## src/rtl/morse_pkg.sv

```systemverilog
// Shared Morse types and tables: FSM state enum, letter indices, gap lengths,
// and right-justified element patterns (1 = key down per unit) with lengths.
package morse_pkg;

    typedef enum logic [1:0] {
        IDLE = 2'd0,
        SEND = 2'd1,
        GAP  = 2'd2
    } state_t;

    localparam logic [4:0] LTR_A       = 5'd0;
    localparam logic [4:0] LTR_E       = 5'd4;
    localparam logic [4:0] LTR_Q       = 5'd16;
    localparam logic [4:0] LTR_Z       = 5'd25;
    localparam logic [4:0] NUM_LETTERS = 5'd26;

    localparam int GAP_UNITS      = 3;
    localparam int WORD_GAP_UNITS = 7;
    localparam int MAX_CODE_UNITS = 13;

    // Dot = 1, dash = 111, element separator = 0; stored right-justified.
    localparam logic [0:25][12:0] PAT_TABLE = '{
        13'b10111,         13'b111010101,     13'b11101011101,   13'b1110101,
        13'b1,             13'b101011101,     13'b111011101,     13'b1010101,
        13'b101,           13'b1011101110111, 13'b111010111,     13'b101110101,
        13'b1110111,       13'b11101,         13'b11101110111,   13'b10111011101,
        13'b1110111010111, 13'b1011101,       13'b10101,         13'b111,
        13'b1010111,       13'b101010111,     13'b101110111,     13'b11101010111,
        13'b1110101110111, 13'b11101110101
    };

    localparam logic [0:25][3:0] LEN_TABLE = '{
        4'd5,  4'd9,  4'd11, 4'd7,  4'd1,  4'd9,  4'd9,  4'd7,  4'd3,
        4'd13, 4'd9,  4'd9,  4'd7,  4'd5,  4'd11, 4'd11, 4'd13, 4'd7,
        4'd5,  4'd3,  4'd7,  4'd9,  4'd9,  4'd11, 4'd13, 4'd11
    };

endpackage

```

## src/rtl/morse_rom.sv

```systemverilog
// Letter -> left-justified pattern, length, valid; purely combinational,
// zero latency, no flow control.
module morse_rom
    import morse_pkg::*;
#(
    parameter int CODE_W = 16
) (
    input  logic [4:0]        letter,
    output logic [CODE_W-1:0] pattern,
    output logic [3:0]        len,
    output logic              valid
);

    localparam int SH_W = $clog2(CODE_W + 1);

    logic [4:0]      idx;
    logic [SH_W-1:0] shamt;

    always_comb begin
        valid   = (letter < NUM_LETTERS);
        idx     = valid ? letter : LTR_A;
        len     = valid ? LEN_TABLE[idx] : 4'd0;
        shamt   = SH_W'(CODE_W) - SH_W'(len);
        pattern = valid ? (CODE_W'(PAT_TABLE[idx]) << shamt) : '0;
    end

endmodule

```

## src/rtl/morse_encoder.sv

```systemverilog
// Morse letter keyer: pattern MSB on DotDashOut the cycle after an accepted Start;
// Start is ignored while Busy. Optional MORSE_REPEAT_EN adds Repeat (word-gap loop).
module morse_encoder
    import morse_pkg::*;
#(
    parameter int TICK_DIV = 250,
    parameter int CODE_W   = 16
) (
    input  logic       ClockIn,
    input  logic       Resetn,
    input  logic       Start,
    input  logic [4:0] Letter,
`ifdef MORSE_REPEAT_EN
    input  logic       Repeat,
`endif
    output logic       DotDashOut,
    output logic       Busy,
    output logic       Done,
    output logic       Error
);

    localparam int               DIV_W    = $clog2(TICK_DIV);
    localparam logic [DIV_W-1:0] DIV_LAST = DIV_W'(TICK_DIV - 1);
    localparam logic [3:0]       GAP_LAST = 4'(GAP_UNITS - 1);
`ifdef MORSE_REPEAT_EN
    localparam logic [3:0]       WORD_GAP_LAST = 4'(WORD_GAP_UNITS - 1);
`endif

    state_t            state,   state_nxt;
    logic [CODE_W-1:0] pattern, pattern_nxt;
    logic [DIV_W-1:0]  div,     div_nxt;
    logic [3:0]        cnt,     cnt_nxt;
    logic [3:0]        len,     len_nxt;
    logic              dotdash, dotdash_nxt;
    logic              done_nxt;
    logic              error_nxt;
    logic              tick;
`ifdef MORSE_REPEAT_EN
    logic [CODE_W-1:0] saved,   saved_nxt;
`endif

    logic [CODE_W-1:0] rom_pattern;
    logic [3:0]        rom_len;
    logic              rom_valid;

    morse_rom #(.CODE_W(CODE_W)) u_rom (
        .letter  (Letter),
        .pattern (rom_pattern),
        .len     (rom_len),
        .valid   (rom_valid)
    );

    always_comb begin
        state_nxt   = state;
        pattern_nxt = pattern;
        div_nxt     = div;
        cnt_nxt     = cnt;
        len_nxt     = len;
        dotdash_nxt = 1'b0;
        done_nxt    = 1'b0;
        error_nxt   = 1'b0;
`ifdef MORSE_REPEAT_EN
        saved_nxt   = saved;
`endif
        tick        = (div == DIV_LAST);

        case (state)
            IDLE: begin
                div_nxt = '0;
                cnt_nxt = '0;
                if (Start) begin
                    if (rom_valid) begin
                        state_nxt   = SEND;
                        pattern_nxt = rom_pattern;
                        len_nxt     = rom_len;
                        dotdash_nxt = rom_pattern[CODE_W-1];
`ifdef MORSE_REPEAT_EN
                        saved_nxt   = rom_pattern;
`endif
                    end else begin
                        error_nxt = 1'b1;
                    end
                end
            end

            SEND: begin
                div_nxt     = tick ? '0 : div + DIV_W'(1);
                dotdash_nxt = dotdash;
                if (tick) begin
                    // Zero-fill shift: the key level for the next unit is the bit below MSB.
                    pattern_nxt = pattern << 1;
                    if (cnt == len - 4'd1) begin
                        state_nxt   = GAP;
                        cnt_nxt     = '0;
                        dotdash_nxt = 1'b0;
                    end else begin
                        cnt_nxt     = cnt + 4'd1;
                        dotdash_nxt = pattern[CODE_W-2];
                    end
                end
            end

            GAP: begin
                div_nxt = tick ? '0 : div + DIV_W'(1);
                if (tick) begin
                    if (cnt == GAP_LAST) begin
                        done_nxt = 1'b1;
`ifdef MORSE_REPEAT_EN
                        if (Repeat) begin
                            cnt_nxt = cnt + 4'd1;
                        end else begin
                            state_nxt = IDLE;
                            cnt_nxt   = '0;
                        end
                    end else if (cnt == WORD_GAP_LAST) begin
                        state_nxt   = SEND;
                        pattern_nxt = saved;
                        dotdash_nxt = saved[CODE_W-1];
                        cnt_nxt     = '0;
`else
                        state_nxt = IDLE;
                        cnt_nxt   = '0;
`endif
                    end else begin
                        cnt_nxt = cnt + 4'd1;
                    end
                end
            end

            default: begin
                state_nxt = IDLE;
                div_nxt   = '0;
                cnt_nxt   = '0;
            end
        endcase
    end

    always_ff @(posedge ClockIn) begin
        if (!Resetn) begin
            state   <= IDLE;
            pattern <= '0;
            div     <= '0;
            cnt     <= '0;
            len     <= '0;
            dotdash <= 1'b0;
            Done    <= 1'b0;
            Error   <= 1'b0;
`ifdef MORSE_REPEAT_EN
            saved   <= '0;
`endif
        end else begin
            state   <= state_nxt;
            pattern <= pattern_nxt;
            div     <= div_nxt;
            cnt     <= cnt_nxt;
            len     <= len_nxt;
            dotdash <= dotdash_nxt;
            Done    <= done_nxt;
            Error   <= error_nxt;
`ifdef MORSE_REPEAT_EN
            saved   <= saved_nxt;
`endif
        end
    end

    assign DotDashOut = dotdash;
    assign Busy       = (state != IDLE);

endmodule

```

## config.mk

```make
export PLATFORM = sky130hd
export DESIGN_NAME = morse_encoder
export DESIGN_NICKNAME = d
export VERILOG_FILES = /design/src/rtl/morse_pkg.sv /design/src/rtl/morse_rom.sv /design/src/rtl/morse_encoder.sv
export SDC_FILE = /design/constraint.sdc
export NUM_CORES = 1
export LEC_CHECK = 0
export ABC_CLOCK_PERIOD_IN_PS = 8200
export CAP_MARGIN = 10
export CORE_UTILIZATION = 35
export CTS_CLUSTER_DIAMETER = 80
export DETAILED_ROUTE_END_ITERATION = 10
export DONT_BUFFER_PORTS = 1
export GPL_TIMING_DRIVEN = 0
export MAX_ROUTING_LAYER = met4
export PLACE_DENSITY = 0.48
export SYNTH_ARGS = -nofsm -noshare
export SYNTH_HDL_FRONTEND = slang
export SYNTH_SLANG_ARGS = --single-unit
```

## constraint.sdc

```tcl
create_clock -name ClockIn -period 8.2 [get_ports ClockIn]
set_clock_uncertainty 0.1 [all_clocks]
set_input_delay 1.23 -clock ClockIn [delete_from_list [all_inputs] [get_ports ClockIn]]
set_output_delay 1.23 -clock ClockIn [all_outputs]
set_load 0.02 [all_outputs]
```

* After elaboration in Yosys (flattened, before gate mapping) *
Memory sizes are Yosys's and may differ from the RTL's.
Cells that the tools add are included.

operators by class
  $add $sub $neg = 4
  $mul = 0
  div/mod/pow operators = 0
  magnitude comparators = 2
  equality and inequality tests = 11
  shift-type cells = 1
  muxes and demuxes = 29
  bitwise operators = 3
  reduce and logical (&&, ||, !) cells = 11

operators with widths
  cell                   count
  $mux W15               3
  $pmux W15 S2           1
  $mux W4                7
  $mux W13               2
  $shl A13 B5 Y16        1
  $mux W2                6
  $ne A2 B2 Y1 const B   6
  $reduce_and A3 Y1      3
  $add A8 B1 Y8 const B  1
  $eq A8 B8 Y1 const B   1
  $pmux W4 S2            1
  $ge A6 B6 Y1 const B   1
  $mux W1                6
  $not A5 Y6             1
  $pmux W2 S3            1
  $reduce_and A6 Y1      1
  $lt A5 B5 Y1 const B   1
  $mux W5                1
  $sub A5 B4 Y5 const A  1
  $add A4 B1 Y4 const B  1
  $eq A4 B2 Y1 const B   1
  $eq A4 B4 Y1           1
  $reduce_and A4 Y1      1
  $reduce_bool A2 Y1     2
  other kinds (9)        10

storage, ports and cells
  flip-flop bits (word level) = 36
  bits in latches = 0
  memory bits (writable) = 0
  ROM bits = 544
  bits of input ports = 8
  output and inout port bits = 4
  word-level logic and storage cells = 71
  memories kept = 2

memory list
  name             words  bits a word  rd ports  clocked after Yosys merged registers in  wr ports  line             source
  (no name shown)  32     13           1         0                                        0         morse_rom.sv:24  pattern = valid ? (CODE_W'(PAT_TABLE[idx]) << shamt) : '0;
  (no name shown)  32     4            1         0                                        0         morse_rom.sv:22  len = valid ? LEN_TABLE[idx] : 4'd0;

* Longest topological paths before layout *
Gate-level depths: netlist of the first run.

  depth in word-level cells = 12
  depth in mapped cells = 15
  depth with buffers taken out = 11

* By module *
From an unflattened synthesis of the first run, not the netlist that was laid out.

unflattened totals
  cell total of the unflattened synthesis = 393
  area total of the unflattened synthesis = 3149.3 µm²

modules (own cells, without submodules)
  module         times used  cells each  area an instance (µm²)  seq. area each (µm²)
  morse_encoder  1           191         1841.8                  720.7
  morse_rom      1           202         1307.5                  0.0

* Least setup slack after synthesis of the first run *
Ideal clock, no wire load.

  kind = input to register
  start = in Letter[3]
  end = reg pattern[12]
  setup time = 0.129 ns
  data arrival time = 3.931 ns
  data required time = 7.971 ns
  path slack = 4.041 ns
  stages = 13
  buffers on the path = 4
  path through = buf_6 -> buf_4 -> nand2_1 -> nor2_1 -> nor2_1 -> ha_1 -> clkbuf_1 -> a32o_1 -> or3_1 -> buf_2 -> and2_1 -> o311ai_1 -> a211oi_1

between the ends
  word-level cells in the longest chain between the ends = 12
  elaborated cells on any way between the ends = 17
  classes of those cells = add/sub (1); order compare (1); eq/ne (1); shift (1); mux (9); bitwise (1); reduce/logical (1); memory (2)

ends and longest elaborated chain
  what                                        line                              source
  from (decl)                                 morse_encoder.sv:12               input logic [4:0] Letter,
  $lt A5 B5 Y1                                morse_rom.sv:20                   valid = (letter < NUM_LETTERS);
  $mux W5                                     morse_rom.sv:21                   idx = valid ? letter : LTR_A;
  $not A5 Y6 (implied by the code)            morse_rom.sv:22, morse_rom.sv:24
  $mem_v2 Z32 W4                              --
  $mux W4 (implied by the code) (2 in a row)  morse_rom.sv:22
  $mux W4                                     morse_rom.sv:22
  $sub A5 B4 Y5                               morse_rom.sv:23                   shamt = SH_W'(CODE_W) - SH_W'(len);
  $shl A13 B5 Y16                             morse_rom.sv:24
  $mux W15                                    morse_encoder.sv:72               if (rom_valid) begin
  $mux W15                                    morse_encoder.sv:71               if (Start) begin
  $pmux W15 S2                                morse_encoder.sv:67               case (state)
  to (signal assigned)                        morse_encoder.sv:153              pattern <= pattern_nxt;
  to (decl)                                   morse_encoder.sv:30               logic [CODE_W-1:0] pattern, pattern_nxt;

Several ways; a longest one is shown, not always the timed one. The select of a mux whose other input is x is not followed.
A chain may end at the register's enable or synchronous reset.

* Worst setup path after layout of the first run *
  start = in Letter[3]
  end = reg pattern[5]

Same word-level chain as after synthesis.

==> results of run 1 <==
cells in the mapped netlist (all sizes together) (4+ instances only):
library cell	n	area (um2)
nor3	7	46.30
and2	4	25.02
buf	17	93.84
a31oi	8	50.05
clkbuf	9	33.78
a32oi	4	35.03
nand2b	14	87.58
nand4	5	31.28
a211oi	9	72.57
inv	18	67.56
xor2	6	52.55
a21o	4	30.03
nor2b	4	27.53
and3	4	30.03
o21ai	25	125.1
nand3	20	100.1
ha	16	200.2
a21oi	18	93.84
mux2i	11	110.1
a22oi	6	50.05
xnor2	5	43.79
o211ai	11	87.58
nand2	42	157.7
dfxtp	36	720.7
nor2	39	146.4
sequential cells by signal, indices dropped and copies added (netlist names):
name / cells
len: 4
Error: 1
div: 8
DotDashOut: 1
Done: 1
cnt: 4
pattern: 15
state: 2
per-stage QoR:
stage	setup WS (ns)	instances
after global placement	2.951	503
after detailed placement	3.058	503
after floorplan	4.041	398
after CTS	3.340	511
final	3.300	511
after global routing	3.111	511
worst min-delay path, stage by stage, from the launching register on:
cell and delay [ns]:
sky130_fd_sc_hd__dfxtp_1 0.32, sky130_fd_sc_hd__nand2_1 0.06, sky130_fd_sc_hd__nor2_1 0.03
area by class of cell:
type / instances / area [um2] / area share
multi-input combinational: 317 / 2145 / 0.6485
sequential: 36 / 720.7 / 0.2179
tap: 105 / 131.4 / 0.03973
buffer: 26 / 127.6 / 0.03859
inverter: 19 / 71.32 / 0.02157
clock buffer: 5 / 68.82 / 0.02081
clock inverter: 3 / 42.54 / 0.01286
path summary, 6_finish.rpt:
kind         cells after the start               startpoint  slack [ns]                       to
max reg2reg                      6    state[1]$_SDFFE_PN0P_        5.88  pattern[5]$_SDFFE_PN0P_
max                             14                Letter[3]        3.30  pattern[5]$_SDFFE_PN0P_
min                              2  pattern[0]$_SDFFE_PN0P_        0.35  pattern[0]$_SDFFE_PN0P_
min reg2reg                      2  pattern[0]$_SDFFE_PN0P_        0.35  pattern[0]$_SDFFE_PN0P_
cells by family after synthesis:
logic type,synth area share
flops,0.2352
simple gates,0.2568
xor+xnor,0.03879
compound gates,0.2993
fa+ha+maj,0.06533
buf+inv,0.06492
mux,0.03961
report_power, final:
part | leakage [nW] | switching (mW) | internal [mW]
Sequential | 0.294 | 0.0122 | 0.195
Combinational | 0.857 | 0.135 | 0.0750
Clock | 0.0541 | 0.0700 | 0.0900
Total | 1.20 | 0.217 | 0.360
metal layers:
| metal | vias up | global-route usage | wire, um |
|---|---|---|---|
| met3 | 12 | 0.03668 | 536 |
| met1 | 1465 | 0.3046 | 4555 |
| met4 | 0 | 0.04478 | 118 |
| met2 | 104 | 0.3167 | 3807 |
| li1 | 1477 | - | - |
| met5 | - | - | 0 |
==> out/qor.log, run 1 <==
[status] run status finished, final reports clean
[route] number of nets still failing antenna checks after routing 0
[clocking] clock slew seen by the registers of the worst setup and hold paths 0.08 ns
[route] wire length per cell 17.65 um
[synthesis] Unique masters post-synth 74
[synthesis] sequential fraction of the synthesis area 0.2352
[clocking] Root Buffer Master sky130_fd_sc_hd__clkbuf_8
[cells_and_area] Fillers 879
[placement] count of input and output buffers 0
[cells_and_area] most common cell after layout, fill and taps aside sky130_fd_sc_hd__nand2_1
[route] detailed-route vias per instance 5.984
[cells_and_area] number of nets at the end of the flow 429
[synthesis] ys async rst share 0
[power] Leakage Power 1.205 nW
[sta] timing-limited maximum frequency 204.1 MHz
[floorplan] Site Rows 33
[global_route] wire length of the first global-routing pass 14.65 mm
[sta] number of max-slew violations in the final report 0
[clocking] number of buffers added for setup after CTS 0
[clocking] clock latency of the later-clocked register in the worst-skew pair 0.29 ns
[worst_setup_path] delay of the slowest cell on the worst path 0.70 ns
[synthesis] combined area of all synthesized cells 3064 um2
[synthesis] nets in the synthesized netlist 422
[global_route] all-layer global routing usage 0.2146
[worst_setup_path] critical path, cell by cell buf_6, buf_4, nand2_1, nor2_1, nor2_1, ha_1, clkbuf_1, mux2i_1, a32oi_1, and2_1, buf_2, mux2i_1, a22oi_1, a211oi_1
[global_route] antenna violations before repair 0
[synthesis] YS warnings 0
[cells_and_area] number of antenna cells inserted 0
[synthesis] Post-Synthesis Cells 398
[cells_and_area] P&R area growth vs syn 7.922%
[power] Power Density 174.5 nW/um2
[worst_setup_path] critical-path cell with the highest stage delay sky130_fd_sc_hd__nor2_1
[sta] worst rel slew slack 0.4070
[route] total wire length 9.018 mm
[sta] crit path time final 4.900 ns
[placement] cell area after placement 3196 um2
[floorplan] core footprint 8341 um2
[floorplan] initial standard-cell utilization of the core 0.3674
[floorplan] Die X 95.57 um
[worst_setup_path] critical path buffer and inverter count 4
[global_route] largest net degree at the start of global routing 13
[sta] final setup violating endpoints 0
[worst_setup_path] Arrival @ worst endpoint 5.01 ns
[clocking] Post-CTS Hold Fix Bufs 0
[sta] hold slack final 0.3465 ns
[hold_path] class of the worst hold path reg -> reg
[floorplan] Die Span Y 95.57 um
[worst_setup_path] kind of start point of the critical path input pin
[worst_setup_path] required time of the worst setup path 8.31 ns
[sta] final hold viol count 0
[clocking] TritonCTS clock tree built
[sta] final worst-path cycle share 0.5976
[placement] estimated wirelength of the detail-placed design 6.680 mm
[route] count of vias placed by the detailed router 3058
[clocking] number of buffers on the longest clock path 2
[flow_run] maxcap violations 0
[synthesis] number of flops mapped to enable cells by yosys 0
[global_route] via count of the first global-routing pass 2771
[worst_setup_path] delay-heaviest family, CP simple AND/OR/NAND/NOR gates
[cells_and_area] commonest non-fill, non-tap cells in the layout sky130_fd_sc_hd__nand2_1 (42), sky130_fd_sc_hd__nor2_1 (39), sky130_fd_sc_hd__dfxtp_1 (36)
[clocking] clk sinks 36
[synthesis] dominant synthesized flop cell sky130_fd_sc_hd__dfxtp_1
[clocking] H-tree Lvls 2
[global_route] total overflow reported by the global router 0
[floorplan] Top-Level Pins 12
[route] drt initial violations 296
[worst_setup_path] critical path fanouts, max 10
[cells_and_area] post-route standard cell area excluding fillers 3307 um2
[worst_setup_path] WS Path Type in -> reg
[route] number of iterations in the first detailed-routing pass 5
[sta] transition at the pin with the smallest max-transition slack 0.8822 ns
[route] DR DRC count 0
[sta] Setup Total Neg Slack 0 ns
[synthesis] average size of a mapped cell 7.699 um2
[placement] global placement routability congestion 0.9171
[floorplan] full die area 9133 um2
[power] maximum vdd ir drop 95.19 uV
[cells_and_area] share of the core filled with cells 0.3965
[power] Total Power 0.5772 mW
[clocking] number of gates resized after cts 0
[sta] setup repair after global routing missed its margin false
[synthesis] flops & latches, synth 36
[worst_setup_path] kind of end point of the critical path flop
[clocking] total clock buffers created by CTS 5
[cells_and_area] layout cell share with drive strength beyond 1 0.09852
Power figures use the tool's default switching activity.
==> run 2: changes to the inputs <==
--- a/config.mk
+++ b/config.mk
@@ -5,7 +5,7 @@
 export SDC_FILE = /design/constraint.sdc
 export NUM_CORES = 1
 export LEC_CHECK = 0
-export ABC_CLOCK_PERIOD_IN_PS = 8200
+export ABC_CLOCK_PERIOD_IN_PS = 4210
 export CAP_MARGIN = 10
 export CORE_UTILIZATION = 35
 export CTS_CLUSTER_DIAMETER = 80
@@ -13,7 +13,7 @@
 export DONT_BUFFER_PORTS = 1
 export GPL_TIMING_DRIVEN = 0
 export MAX_ROUTING_LAYER = met4
-export PLACE_DENSITY = 0.48
+export PLACE_DENSITY = 0.5
 export SYNTH_ARGS = -nofsm -noshare
 export SYNTH_HDL_FRONTEND = slang
 export SYNTH_SLANG_ARGS = --single-unit
==> constraint.sdc (replaced) <==
create_clock -name ClockIn -period 4.21 [get_ports ClockIn]
set_clock_uncertainty 0.1 [all_clocks]
set_input_delay 0.6315 -clock ClockIn [delete_from_list [all_inputs] [get_ports ClockIn]]
set_output_delay 0.6315 -clock ClockIn [all_outputs]
set_load 0.02 [all_outputs]
==> run 2 against run 1 <==
Effect of this change: core utilization fell by 0.23 points; worst setup slack got worse by 3.0 ns; register-to-register slack got worse by 4.0 ns; highest routed layer unchanged; critical path depth fell by 2; sequential power grew 95%.
==> out/qor.log, run 2 (synthesis results as in run 1) <==
[floorplan] full die area 9133 um2 [unchanged]
[route] drt initial violations 282 [was 296]
[cells_and_area] layout cell share with drive strength beyond 1 0.09606 [was 0.09852]
[cells_and_area] share of the core filled with cells 0.3942 [was 0.3965]
[power] Leakage Power 1.196 nW [was 1.205 nW]
[worst_setup_path] critical-path cell with the highest stage delay sky130_fd_sc_hd__nor4_2 [was sky130_fd_sc_hd__nor2_1]
[floorplan] Top-Level Pins 12 [unchanged]
[floorplan] Die Span Y 95.57 um [unchanged]
[worst_setup_path] critical path fanouts, max 10 [unchanged]
[floorplan] initial standard-cell utilization of the core 0.3674 [unchanged]
[sta] timing-limited maximum frequency 254.6 MHz
[global_route] all-layer global routing usage 0.2112 [was 0.2146]
[cells_and_area] number of antenna cells inserted 0 [unchanged]
[power] Total Power 1.065 mW [was 0.5772 mW]
[global_route] antenna violations before repair 0 [unchanged]
[route] number of iterations in the first detailed-routing pass 5 [unchanged]
[power] maximum vdd ir drop 161.5 uV [was 95.19 uV]
[sta] final setup violating endpoints 0 [unchanged]
[route] number of nets still failing antenna checks after routing 0 [unchanged]
[cells_and_area] P&R area growth vs syn 7.309% [was 7.922%]
[placement] post-place setup slack -0.2237 ns [was 3.058 ns]
[global_route] wire length of the first global-routing pass 14.59 mm [was 14.65 mm]
[worst_setup_path] delay-heaviest family, CP simple AND/OR/NAND/NOR gates [unchanged]
[clocking] clock slew seen by the registers of the worst setup and hold paths 0.07 ns [was 0.08 ns]
[cells_and_area] post-route standard cell area excluding fillers 3288 um2 [was 3307 um2]
[cells_and_area] register bank with the most flops pattern [unchanged]
[sta] Setup Total Neg Slack 0 ns [unchanged]
[sta] transition at the pin with the smallest max-transition slack 0.9936 ns [was 0.8822 ns]
[sta] crit path time final 3.928 ns
[sta] crit path setup slack, layout 0.2822 ns [was 3.300 ns]
[placement] count of input and output buffers 0 [unchanged]
[route] DR DRC count 0 [unchanged]
[placement] global placement routability congestion 0.8849 [was 0.9171]
[placement] cell area after placement 3196 um2 [unchanged]
[clocking] TritonCTS clock tree built [unchanged]
[worst_setup_path] critical path, cell by cell buf_6, buf_4, nand2_1, nor2_2, nor2_1, inv_1, ha_1, nand2b_1, a32o_1, nor4_2, o211ai_1, a311oi_1 [was buf_6, buf_4, nand2_1, nor2_1, nor2_1, ha_1, clkbuf_1, mux2i_1, a32oi_1, and2_1, buf_2, mux2i_1, a22oi_1, a211oi_1]
[worst_setup_path] required time of the worst setup path 4.30 ns [was 8.31 ns]
[worst_setup_path] WS Path Type in -> reg [unchanged]
[hold_path] class of the worst hold path reg -> reg [unchanged]
[sta] number of max-slew violations in the final report 0 [unchanged]
[clocking] total clock buffers created by CTS 5 [unchanged]
[route] count of vias placed by the detailed router 3050 [was 3058]
[sta] final worst-path cycle share 0.9330
[floorplan] core footprint 8341 um2 [unchanged]
[cells_and_area] number of flip-flops in the largest register 15 [unchanged]
[worst_setup_path] kind of start point of the critical path input pin [unchanged]
[cells_and_area] number of nets at the end of the flow 429 [unchanged]
[global_route] total overflow reported by the global router 0 [unchanged]
[flow_run] maxcap violations 0 [unchanged]
[global_route] largest net degree at the start of global routing 11 [was 13]
[placement] estimated wirelength of the detail-placed design 6.598 mm [was 6.680 mm]
[power] Power Density 324.0 nW/um2 [was 174.5 nW/um2]
[cells_and_area] most common cell after layout, fill and taps aside sky130_fd_sc_hd__nand2_1 [unchanged]
[clocking] clock latency of the later-clocked register in the worst-skew pair 0.29 ns [about the same]
[worst_setup_path] kind of end point of the critical path flop [unchanged]
[worst_setup_path] critical path buffer and inverter count 3 [was 4]
[cells_and_area] largest registers in the final layout pattern x15, div x8 [unchanged]
[floorplan] Site Rows 33 [unchanged]
[worst_setup_path] Arrival @ worst endpoint 4.02 ns [was 5.01 ns]
[route] detailed-route vias per instance 5.969 [was 5.984]
[sta] setup repair after global routing missed its margin false [unchanged]
[clocking] number of buffers on the longest clock path 2 [unchanged]
[worst_setup_path] delay of the slowest cell on the worst path 0.75 ns [was 0.70 ns]
[status] run status finished, final reports clean [unchanged]
[floorplan] Die X 95.57 um [unchanged]
[global_route] via count of the first global-routing pass 2844 [was 2771]
[clocking] H-tree Lvls 2 [unchanged]
[cells_and_area] commonest non-fill, non-tap cells in the layout sky130_fd_sc_hd__nand2_1 (42), sky130_fd_sc_hd__nor2_1 (38), sky130_fd_sc_hd__dfxtp_1 (36) [was sky130_fd_sc_hd__nand2_1 (42), sky130_fd_sc_hd__nor2_1 (39), sky130_fd_sc_hd__dfxtp_1 (36)]
[clocking] Root Buffer Master sky130_fd_sc_hd__clkbuf_8 [unchanged]
[sta] final hold viol count 0 [unchanged]
[route] wire length per cell 17.20 um [was 17.65 um]
[route] total wire length 8.787 mm [was 9.018 mm]
[clocking] clk sinks 36 [unchanged]
[sta] worst rel slew slack 0.3321 [was 0.4070]
## run 2: worst paths after layout
check	cells after the start	startpoint	end	slack [ns]
setup / recovery	12	Letter[3]	pattern[11]$_SDFFE_PN0P_	0.28
hold / removal	2	pattern[0]$_SDFFE_PN0P_	pattern[0]$_SDFFE_PN0P_	0.35
setup reg to reg	6	state[1]$_SDFFE_PN0P_	pattern[5]$_SDFFE_PN0P_	1.92
hold reg to reg	2	pattern[0]$_SDFFE_PN0P_	pattern[0]$_SDFFE_PN0P_	0.35
## run 2: metal layers
layer / vias to the layer above / global-route usage / wire, um
met1: 1429 / 0.3089 / 4196
met5: - / - / 0
li1: 1479 / - / -
met2: 129 / 0.2988 / 3693
met3: 13 / 0.04466 / 813
met4: 0 / 0.03483 / 84
## run 2: repair_timing
item,in CTS,in global routing
setup endpoints to repair,1,0
buffers inserted,0,0
gates resized for setup,1,0
hold buffers,0,0
## run 2: area by class of cell
cell class	instances	area (um2)
Fill cell	879	5052
Multi-Input combinational cell	317	2147
Sequential cell	36	720.7
Tap cell	105	131.4
Buffer	26	127.6
Clock buffer	8	90.09
Inverter	19	71.32
## run 2: worst reg2reg max path, cell delays in order (launching register included)
cell and delay, ns:
sky130_fd_sc_hd__dfxtp_1 0.33, sky130_fd_sc_hd__inv_1 0.08, sky130_fd_sc_hd__ha_1 0.33, sky130_fd_sc_hd__clkbuf_1 0.47, sky130_fd_sc_hd__clkbuf_1 0.48, sky130_fd_sc_hd__a22oi_1 0.19
sky130_fd_sc_hd__a211oi_1 0.24
## run 2: per-stage QoR
| step | instances | hold slack (ns) |
|---|---|---|
| floorplan | 398 | 0.3209 |
| global placement | 503 | 0.3369 |
| detailed placement | 503 | 0.3372 |
| CTS | 511 | 0.3484 |
| global route | 511 | 0.3871 |
| finish | 511 | 0.3511 |
## run 2: report_power, final
| part | leakage, nW | switching (mW) | internal, mW |
|---|---|---|---|
| logic | 0.857 | 0.261 | 0.146 |
| clock network | 0.0455 | 0.121 | 0.134 |
| registers | 0.294 | 0.0235 | 0.380 |
| total | 1.20 | 0.406 | 0.660 |
==> edit (settings of run 1) <==
The 3 states of `state_t` get a one-hot encoding in 3 bits.
--- a/src/rtl/morse_pkg.sv
+++ b/src/rtl/morse_pkg.sv
@@ -4,6 +4,6 @@
 
-    typedef enum logic [1:0] {
-        IDLE = 2'd0,
-        SEND = 2'd1,
-        GAP  = 2'd2
+    typedef enum logic [2:0] {
+        IDLE = 3'b001,
+        SEND = 3'b010,
+        GAP  = 3'b100
     } state_t;
Function: same outputs for any inputs over 10 cycles, from zero or initial values and one cycle with Resetn low; not proved beyond that.
==> edit against run 1 <==
- sequential share of layout area grew 0.85 points
- total power decreased by 7.6%
- worst setup slack gained 0.24 ns
- clock power fell by 20%
- synthesized area is 0.37% lower
- design area down 1.1%
- sequential cell count grew 1
- wire length rose by 2.9%
- global-route usage up 1.2 points
- fmax is 5.1% higher
==> edit: results (changes against run 1) <==
Status
  • Run status: finished, final reports clean

Global route
  • Vias in the first global route: 2964 (+7.0%)
  • First-pass GRT wire length: 15.44 mm (+5.4%)
  • Largest net degree at the start of global routing: 11 (-2)
  • Grt met1 use: 33.03% (+2.6 points)
  • Met2 Track Usage GR: 33.33% (+1.7 points)
  • M3 GR Usage: 3.190% (-0.48 points)
  • Total Routing Usage GR: 22.65% (+1.2 points)
  • Initial antenna violation count: 0 (unchanged)

Routing
  • 1st-iter DRT viols: 216 (-27%)
  • Router iterations before antenna repair: 5 (unchanged)
  • DRT Wirelength: 9.283 mm (+2.9%)
  • Vias: 3082 (+0.78%)

Layout
  • Inserted Diodes: 0 (unchanged)
  • # nets final: 426 (-0.70%)
  • Layout cell share with drive strength beyond 1: 8.395% (-1.5 points)
  • Largest regs: pattern: 15 flops, div: 8 flops

Worst hold path
  • Hold Crit Class: register to register

CTS
  • Reg clk slew, reported paths: 0.07 ns
  • Root Driver: clkbuf_8
  • Setup bufs post-CTS: 0 (unchanged)
  • CTS buffer count: 5 (unchanged)
  • Post_cts resized: 0 (unchanged)
  • Clk buf depth: 2 (unchanged)
  • Clock Latency Late Sink: 0.29 ns (about the same)
  • H-tree depth: 2 (unchanged)

Yosys
  • Syn. warnings: 0 (unchanged)
  • Asr flop ratio synth: 0% (unchanged)
  • Synth top cells by count: nor2_1 (42), dfxtp_1 (37), nand2_1 (31), a21oi_1 (23), o21ai_0 (19)
  • Synth top area cells: dfxtp_1 (24%), ha_1 (5.3%), nor2_1 (5.2%)
  • Cell variety after synth: 72 (-2.7%)
  • Post-Synthesis Net Count: 419 (-0.71%)
  • Sequential share of the synthesized area: 24.26% (+0.74 points)

Worst setup path
  • Kind of cell adding the most delay to the critical path: simple AND/OR/NAND/NOR gates
  • Slowest CP cell: o211ai_2
  • Critical Path AT: 4.77 ns (-0.24 ns)
  • CP Max Fanout: 10 (unchanged)
  • CP peak stage delay: 0.48 ns (-0.22 ns)

Power and ir drop
  • NetSw: 0.1957 mW (-9.9%)
  • Max IR drop VDD: 112.5 uV (+18%)
  • Pleak: 1.238 nW (+2.7%)

Placement
  • IO buf count: 0 (unchanged)
  • RD Place Congestion: 0.9229 (+0.63%)
  • Post-DP HPWL: 6.993 mm (+4.7%)
  • Placed cell areas: 0.003184 mm2 (-0.35%)

Timing
  • Worst-Margin Slew: 0.7450 ns (-0.1372 ns)
==> edit: changes by cell type after synthesis, moves of 4 or more <==
cell      delta
nand2b_1     -5
nor2b_1      +8
o211a_1      +4
a21oi_1      +6
nand2_1     -11
a22oi_1      -4
a211oi_1     -6
nand3_1      -4
or3_1        +4
mux2i_1      -5
nor3b_1      +9
a221oi_1     +8
o21ai_1      -6
xnor2_1      +6
==> edit: cell type report <==
class                      instances  area, um2
sequential                        37      740.7
tap                              105      131.4
multi-input combinational        317       2116
clock buffer                       7      86.33
inverter                          16      60.06
fill                             916       5070
buffer                            28      136.4
==> edit: worst paths after layout <==
path              startpoint           to  slack (ns)  cells past startpoint
hold reg to reg       div[0]       div[0]        0.38                      1
hold / removal        div[0]       div[0]        0.38                      1
setup reg to reg    state[0]   pattern[3]        5.48                      7
setup / recovery   Letter[2]  pattern[10]        3.54                     13
==> edit: per-stage QoR <==
stage / std cells / hold WS [ns] / setup slack [ns] / utilization (%)
5_1_grt: 510 / 0.4125 / 3.255 / 39.21
6_report: 510 / 0.3825 / 3.537 / 39.21
2_1_floorplan: 398 / 0.3445 / 3.960 / -
3_3_place_gp: 503 / 0.3669 / 3.149 / 38.18
3_5_place_dp: 503 / 0.3740 / 3.248 / 38.18
4_1_cts: 510 / 0.3904 / 3.568 / 39.21
==> edit: power groups by stage <==
| stage | clock, mW | sequential, mW | combinational, mW |
|---|---|---|---|
| final | 0.128 | 0.211 | 0.194 |
| after global routing | 0.140 | 0.213 | 0.216 |
| after CTS | 0.133 | 0.211 | 0.192 |
| after detailed placement | 0 | 0.215 | 0.191 |
| after global placement | 0 | 0.215 | 0.192 |
| after floorplan | 0 | 0.212 | 0.146 |
==> edit: kinds of logic (layout without fill, tap and decap cells) <==
| logic type | after synthesis | in the layout | share of synthesized area [%] |
|---|---|---|---|
| xor+xnor | 15 | 15 | 4.303 |
| simple gates | 157 | 157 | 26.39 |
| mux | 10 | 10 | 3.565 |
| buf+inv | 44 | 51 | 6.434 |
| fa+ha+maj | 13 | 13 | 5.328 |
| compound gates | 122 | 122 | 29.71 |
| flops | 37 | 37 | 24.26 |
==> edit: layer usage <==
metal	share of wire, %	routed length [um]	vias to the layer above
met5	0	0	-
met4	0.84	78	0
met3	3.7	348	9
met2	43	4005	78
met1	52	4852	1508
li1	-	-	1487
